$ cat src/rtl/step_run_controller.sv
// Clock-enable sequencer for the pipelined core: halt, single step, fixed burst
// and divided free-run, with a PC breakpoint that parks the core in BREAK.
module step_run_controller #(
  parameter int RUN_DIV   = 5000000,
  parameter int DIV_WIDTH = 24
) (
  input  logic        clk,
  input  logic        reset,
  input  logic        step_req,
  input  logic [1:0]  mode,
  input  logic [7:0]  burst_len,
  input  logic        bp_en,
  input  logic [31:0] bp_addr,
  input  logic [31:0] pc,
  output logic        cpu_en,
  output logic        halted,
  output logic        busy,
  output logic        bp_hit,
  output logic [15:0] step_count
);

  localparam logic [1:0] MODE_HALT  = 2'b00;
  localparam logic [1:0] MODE_STEP  = 2'b01;
  localparam logic [1:0] MODE_BURST = 2'b10;
  localparam logic [1:0] MODE_RUN   = 2'b11;
  localparam logic [DIV_WIDTH-1:0] DIV_LAST = DIV_WIDTH'(RUN_DIV - 1);

  typedef enum logic [2:0] {
    S_IDLE,
    S_STEP,
    S_BURST,
    S_RUN,
    S_BREAK
  } state_t;

  state_t               r_state, w_state_nxt;
  logic                 r_cpu_en, w_cpu_en_nxt;
  logic                 r_bp_hit, w_bp_hit_nxt;
  logic [7:0]           r_remaining, w_remaining_nxt;
  logic [DIV_WIDTH-1:0] r_div, w_div_nxt;
  logic                 r_gap, w_gap_nxt;
  logic [15:0]          r_step_count;
  logic                 w_bp_match;

  assign w_bp_match = bp_en && (pc == bp_addr);

  always_ff @(posedge clk) begin
    if (reset) begin
      r_state      <= S_IDLE;
      r_cpu_en     <= 1'b0;
      r_bp_hit     <= 1'b0;
      r_remaining  <= '0;
      r_div        <= '0;
      r_gap        <= 1'b0;
      r_step_count <= '0;
    end else begin
      r_state     <= w_state_nxt;
      r_cpu_en    <= w_cpu_en_nxt;
      r_bp_hit    <= w_bp_hit_nxt;
      r_remaining <= w_remaining_nxt;
      r_div       <= w_div_nxt;
      r_gap       <= w_gap_nxt;
      if (r_cpu_en) r_step_count <= r_step_count + 16'd1;
    end
  end

  always_comb begin
    w_state_nxt     = r_state;
    w_cpu_en_nxt    = 1'b0;
    w_bp_hit_nxt    = r_bp_hit;
    w_remaining_nxt = r_remaining;
    w_div_nxt       = r_div;
    w_gap_nxt       = 1'b0;
    if (mode == MODE_HALT) begin
      w_state_nxt  = S_IDLE;
      w_bp_hit_nxt = 1'b0;
    end else begin
      case (r_state)
        S_IDLE: begin
          if (mode == MODE_RUN) begin
            w_state_nxt = S_RUN;
            w_div_nxt   = '0;
          end else if (step_req && mode == MODE_STEP) begin
            w_state_nxt = S_STEP;
          end else if (step_req && mode == MODE_BURST && burst_len != 8'd0) begin
            w_state_nxt     = S_BURST;
            w_remaining_nxt = burst_len;
          end
        end
        S_STEP: begin
          w_cpu_en_nxt = 1'b1;
          w_state_nxt  = S_IDLE;
        end
        // Decision cycles alternate with gap cycles so pc has updated before each check.
        S_BURST: begin
          if (!r_gap) begin
            if (w_bp_match) begin
              w_state_nxt  = S_BREAK;
              w_bp_hit_nxt = 1'b1;
            end else begin
              w_cpu_en_nxt    = 1'b1;
              w_remaining_nxt = r_remaining - 8'd1;
              if (r_remaining == 8'd1) w_state_nxt = S_IDLE;
              else                     w_gap_nxt   = 1'b1;
            end
          end
        end
        S_RUN: begin
          if (mode != MODE_RUN) begin
            w_state_nxt = S_IDLE;
          end else if (r_div == DIV_LAST) begin
            w_div_nxt = '0;
            if (w_bp_match) begin
              w_state_nxt  = S_BREAK;
              w_bp_hit_nxt = 1'b1;
            end else begin
              w_cpu_en_nxt = 1'b1;
            end
          end else begin
            w_div_nxt = r_div + 1'b1;
          end
        end
        S_BREAK: begin
          if (step_req && mode == MODE_STEP) begin
            w_state_nxt  = S_STEP;
            w_bp_hit_nxt = 1'b0;
          end
        end
        default: w_state_nxt = S_IDLE;
      endcase
    end
  end

  assign cpu_en     = r_cpu_en;
  assign bp_hit     = r_bp_hit;
  assign step_count = r_step_count;
  assign halted     = (r_state == S_IDLE) || (r_state == S_BREAK);
  assign busy       = (r_state == S_STEP) || (r_state == S_BURST) || (r_state == S_RUN);

endmodule

$ cat config.mk
export PLATFORM = sky130hd
export DESIGN_NAME = step_run_controller
export DESIGN_NICKNAME = d
export VERILOG_FILES = /design/src/rtl/step_run_controller.sv
export SDC_FILE = /design/constraint.sdc
export NUM_CORES = 1
export LEC_CHECK = 0
export CORE_UTILIZATION = 43
export CTS_BUF_LIST = sky130_fd_sc_hd__clkbuf_16
export DETAILED_ROUTE_END_ITERATION = 12
export HOLD_SLACK_MARGIN = 0.02
export PLACE_DENSITY_LB_ADDON = 0.05
export SLEW_MARGIN = 30
export SYNTH_ARGS = -nofsm -noshare
export SYNTH_HDL_FRONTEND = slang
export SYNTH_SLANG_ARGS = --single-unit
$ cat constraint.sdc
create_clock -name clk -period 2.2 [get_ports clk]
set_input_delay 0.44 -clock clk [delete_from_list [all_inputs] [get_ports clk]]
set_output_delay 0.44 -clock clk [all_outputs]
set_load 0.02 [all_outputs]
# Word-level counts from Yosys, hierarchy flattened
# Cells that the tools add are included.
# totals
register_bits	54
inputBits	78
output_inout_bits	20
elab_cells	88
# classes
n_addsub	3
n_eq_ne	24
n_mux	33
n_bitwise	2
reduce_logical	19
# ops
op	n
$mux W24	3
$pmux W24 S2	1
$mux W8	5
$eq A32 B32 Y1	1
$mux W3	10
$add A24 B1 Y24 const B	1
$eq A24 B23 Y1 const B	1
$ne A2 B2 Y1 const B	10
$add A16 B1 Y16 const B	1
$pmux W8 S2	1
$pmux W3 S4	1
$mux W1	10
$ne A3 B3 Y1 const B	3
$eq A8 B1 Y1 const B	1
$reduce_bool A8 Y1	1
$sub A8 B1 Y8 const B	1
$reduce_and A7 Y1	1
$eq A3 B2 Y1 const B	2
$pmux W1 S3	2
$reduce_and A6 Y1	1
$reduce_and A5 Y1	1
$reduce_or A5 Y1	1
$eq A2 B2 Y1 const B	2
$logic_and A1 B1 Y1	4
other kinds (12)	16

# Depth between registers and ports, before layout
# Gate-level depths: netlist of the first run.
# logic_depth
word_depth	7
mapped_depth	8

# Worst setup path before layout of the first run
# Ideal clock, no wire load.
# synth_path
kind	input to register
from	input port bp_addr[26]
to	register r_state[0]
setup_ns	0.121
t_arrival_ns	2.252
path_slack_ns	-0.174
stages	6
path_buffers	0
cell_sequence	xnor2_1 -> nand4_1 -> or4_4 -> or3_4 -> a211o_2 -> mux2_4
# synth_between
elab_chain_len	5
word_cells_on_any_way	8
classes_between	eq/ne: 3; mux: 3; reduce/logical: 2
# synth_lines
element	line_no	source
start: declaration	13	input logic [31:0] bp_addr,
$eq A32 B32 Y1 (*)	45	assign w_bp_match = bp_en && (pc == bp_addr);
$logic_and A1 B1 Y1 (*)	45	
$mux W3	97	if (w_bp_match) begin
$mux W3	96	if (!r_gap) begin
$pmux W3 S4	78	case (r_state)
end signal: assignment	57	r_state <= w_state_nxt;
end: declaration	36	state_t r_state, w_state_nxt;
# Every way passes the cells marked *; elsewhere a longest branch is shown, timed or not. The select of a mux whose other input is x is not followed.
# A chain may end at the register's enable or synchronous reset.

# Worst setup path in the final report of the first run
# layout_path
from	input port pc[12]
to	register r_state[0]
# layout_between
elab_chain_len	5
word_cells_on_any_way	8
classes_between	eq/ne: 3; mux: 3; reduce/logical: 2
# layout_lines
element	line_no	source
start: declaration	14	input logic [31:0] pc,
$eq A32 B32 Y1 (*)	45	
$logic_and A1 B1 Y1 (*)	45	
$mux W3	97	
$mux W3	96	
$pmux W3 S4	78	
# Marks and branches as above.

==> metrics.md, run 1 <==
| Metric | Value |
|---|---|
| Outcome | finished, violations left |
| Failing checks | negative setup slack |
| # IOs | 98 |
| Placed cells | between 600 and 700 |
| Number of global-route vias before repair | 3258 |
| Starting Density | 44.3% |
| Largest incremental delay on the critical path | roughly 550 ps |
| CTS max path bufs | 2 |
| CTS root buffer | clkbuf_16 |
| Post-synth EDFFs | 0 |
| CTS tree | yes |
| Synthesized area | 3200 um2 |
| MaxCap Viol Count | 0 |
| Synth Instances | between 400 and 500 |
| R2r setup slk | roughly 70 ps |
| Required @ worst endpoint | 2390 ps |
| Pre-CTS setup slack | -696 ps |
| Slowest-stage cell, CP | or4_4 |
| Reg-to-reg startpoint | r_div[13] |
| Antenna diodes | 0 |
| Hpwl dp | 6960 um |
| Nets | 640 |
| Filler instances | 652 |
| CP Capture Type | register |
| Sequential fraction of the synthesis area | 33.8% |
| Post-synthesis register bit count | 54 |
| Arr. time, crit path | around 2400 ps |
| Max H-tree Level | 2 |
| Post-synth top area share | 33.8% |
| GP Congestion | 0.871 |
| Critical Path Start Type | input pin |
| Site Rows | 31 |
| CP bufs+invs | 1 |
| Power Density | 643 nW/um2 |
| Final Cell Area | 4920 um2 |
| Worst Hold Class | register to register |
| CTS clk-pin slew, worst paths | 80 ps |
| Non-filler cells, final | 658 |
| Area growth, synth to finish | 53.9% |
| Post-route clock period utilization | 101% |
| Clk_skew | slightly above 10 ps |
| Clk_lat worst skew | 300 ps |
| VDD IR-drop max | 0.452 mV |
| Die height | ~88 um |
| Yosys cell types | 52 |
| Crit path time final | approximately 2200 ps |
| Crit Path Class | input pin to register |
| Area contributors post-synth | dfxtp_1, xor2_1, nor2_1, xnor2_1, nand2_1 |
| Global-route wire length before repair | 14400 um |
| Synth warn | 0 |
| Worst-path fanout max | 3 |
| Top FF cell, synth | dfxtp_1 |
| GRT Overall Usage | between 20% and 30% |
| Die ar. | roughly 7800 um2 |
| Hold_sp | r_remaining[4] |
| Drc violations | 0 |
| Fmax | 452 MHz |
| Post-route ant nets | 0 |
| Hold Path End | r_remaining[4] |
| Via/cell ratio | about 5.3 |
| Gr ovfl total | 0 |
| Routed WL | between 9000 and 10000 um |
| Worst-margin pin slew | 562 ps |
| Ys async rst share | 0% |
| Hold Path Cell Cnt | 2 |
| Cell family contributing the most delay on the critical path | simple AND/OR/NAND/NOR gates |
| Initial antenna violation count | 0 |
| Reg2reg end | r_state[0] |
| Port-buffer cells | 97 |
| Final Hold Fails | 0 |
| R2R cell count | 8 |
| Vias post-DR | 3460 |
| Slew Viols, Final | 0 |
| Layout cells sized above 1 | 21.6% |
| Static Leak | 1.96 nW |
| DR iter-0 viols | 114 |
| Unrepaired setup endpoints after global routing | yes |
| Syn Nets | ~480 |
| Syn Area/Cell | 7.96 um2 |
| Total CTS buffers | 5 |
| Slew Limit Headroom | 62.2% |
| Crit path cell chain | buf_2, xnor2_2, nand4_1, or4_4, or3_4, a211o_4, mux2_4 |
| Placed Instance Area | 4760 um2 |
| Setup-failing EPs final | 1 |
| Core Area | 7210 um2 |
| Die Span X | 88.2 um |
| WL/cell | 13.9 um |
| CTS Sinks | 54 |
| Detailed Routing Iterations Pass 1 | 4 |
| Final WS setup | -12.2 ps |
| Final setup TNS | -12.2 ps |
| Largest net degree at the start of global routing | 25 |
| Area leader, netlist | dfxtp_1 |
worst max-delay path by stage:
stage / start / endpoint / slack, ps / depth (start not counted)
5_1_grt: bp_addr[18] / r_state[0] / -70 / 8
4_1_cts: pc[3] / r_state[0] / -30 / 7
2_1_floorplan: bp_addr[13] / r_state[0] / -150 / 6
3_3_place_gp: bp_addr[13] / r_state[0] / -650 / 7
3_5_place_dp: bp_addr[12] / r_state[0] / -700 / 7
6_report: pc[12] / r_state[0] / -10 / 7
cells in the final DEF (no fill, tap or decap), drive strengths merged, types with 3 or more instances in the layout:
cell type	instances
a211oi	4
a21oi	20
a31oi	4
and2	3
and3	9
and4	3
buf	77
clkbuf	11
clkdlybuf4s15	8
clkdlybuf4s50	38
dfxtp	54
dlygate4sd2	29
dlymetal6s2s	5
ha	4
inv	11
nand2	27
nand3	19
nand3b	4
nand4	15
nor2	55
nor3	16
nor3b	5
nor4	10
o211ai	6
o21ai	21
o31ai	8
or3	4
or4	4
xnor2	17
xor2	38
worst register-to-register path, stage by stage, from the launching register on:
cell	delay, ps
dfxtp_1	330
nor4b_2	270
nand4_1	180
buf_4	170
nor3_1	240
nor3_1	100
buf_4	150
a211o_4	280
mux2_4	290
Yosys cell counts (2+ instances only):
cell       instances
ha_1               4
mux2i_1            2
o21ai_1            2
o211ai_1           6
xor2_1            38
or4_1              3
nor4b_1            2
a311oi_1           2
nand3b_1           4
dfxtp_1           54
and3_1             8
and2_1             3
a21o_1             2
nand2_1           27
and4_1             3
nor3_1            16
a2bb2oi_1          2
a21oi_1           20
or3_1              3
clkbuf_1          12
nor4_1             9
a211oi_1           4
inv_1             10
o21ai_0           19
xnor2_1           17
nor3b_1            5
o31ai_1            8
a31oi_1            4
nand3_1           19
nand2b_1           2
buf_1              2
a2111oi_0          2
nor2_1            55
nand4_1           15
sequential cells by signal, summed over array words and instances (netlist names):
signal,flops
r_remaining,8
step_count,16
bp_hit,1
r_div,24
r_state,3
r_gap,1
cpu_en,1
layout make-up:
type	count	area, um2	share of cell area (%)
flip-flops and latches	54	1080	22.0
clock buffers	5	125	2.54
repair buffers	163	1370	27.9
inverters	11	41.3	0.839
multi-input cells	323	2150	43.7
clock inverters	3	23.8	0.483
well taps	99	124	2.52
metal layers:
metal  part of all wire, %  wire, um  vias to the layer above  global-route usage (%)
met3                   3.4       309                       18                    4.48
met5                     0         0                        -                       0
met1                    42      3870                     1599                    27.1
li1                      -         -                     1773                       -
met2                    52      4770                       70                    44.1
met4                   2.0       184                        0                    8.50
metrics by stage:
stage / hold WS [ps] / power (mW) / utilization (%)
final: 512 / 3.17 / 68.2
after floorplan: 464 / 1.85 / -
after detailed placement: 496 / 2.36 / 66.0
after global routing: 535 / 3.36 / 68.2
after CTS: 515 / 3.15 / 67.4
after global placement: 486 / 2.35 / 66.0
cell families after synthesis:
family	share of synthesized area [%]
and+or+nand+nor	29.0
muxes	1.10
buffers and inverters	2.93
xor gates and xnor gates	15.1
DFF	33.8
AOI/OAI and AO/OA	16.5
adders and majority gates	1.57
report_power, final:
part	total (mW)	internal, mW	switching (mW)
registers	1.17	1.06	0.108
logic	1.18	0.578	0.606
clock network	0.815	0.427	0.388
total	3.17	2.07	1.10
timing repair:
action / CTS / global route
setup endpoints to repair: 19 / 20
hold buffers: 0 / 0
gates resized for setup: 100 / 33
setup buffers: 2 / 0
pin swaps: 32 / 28
cloned: 0 / 0
No activity file was read; power rests on OpenSTA's default activity.
==> inputs of run 2 (changes only) <==
--- a/config.mk
+++ b/config.mk
@@ -5,6 +5,7 @@
 export SDC_FILE = /design/constraint.sdc
 export NUM_CORES = 1
 export LEC_CHECK = 0
+export ABC_CLOCK_PERIOD_IN_PS = 2200
 export CORE_UTILIZATION = 43
 export CTS_BUF_LIST = sky130_fd_sc_hd__clkbuf_16
 export DETAILED_ROUTE_END_ITERATION = 12
==> results of run 2 <==
Final layout, timing and power as in run 1 (identical DEF).
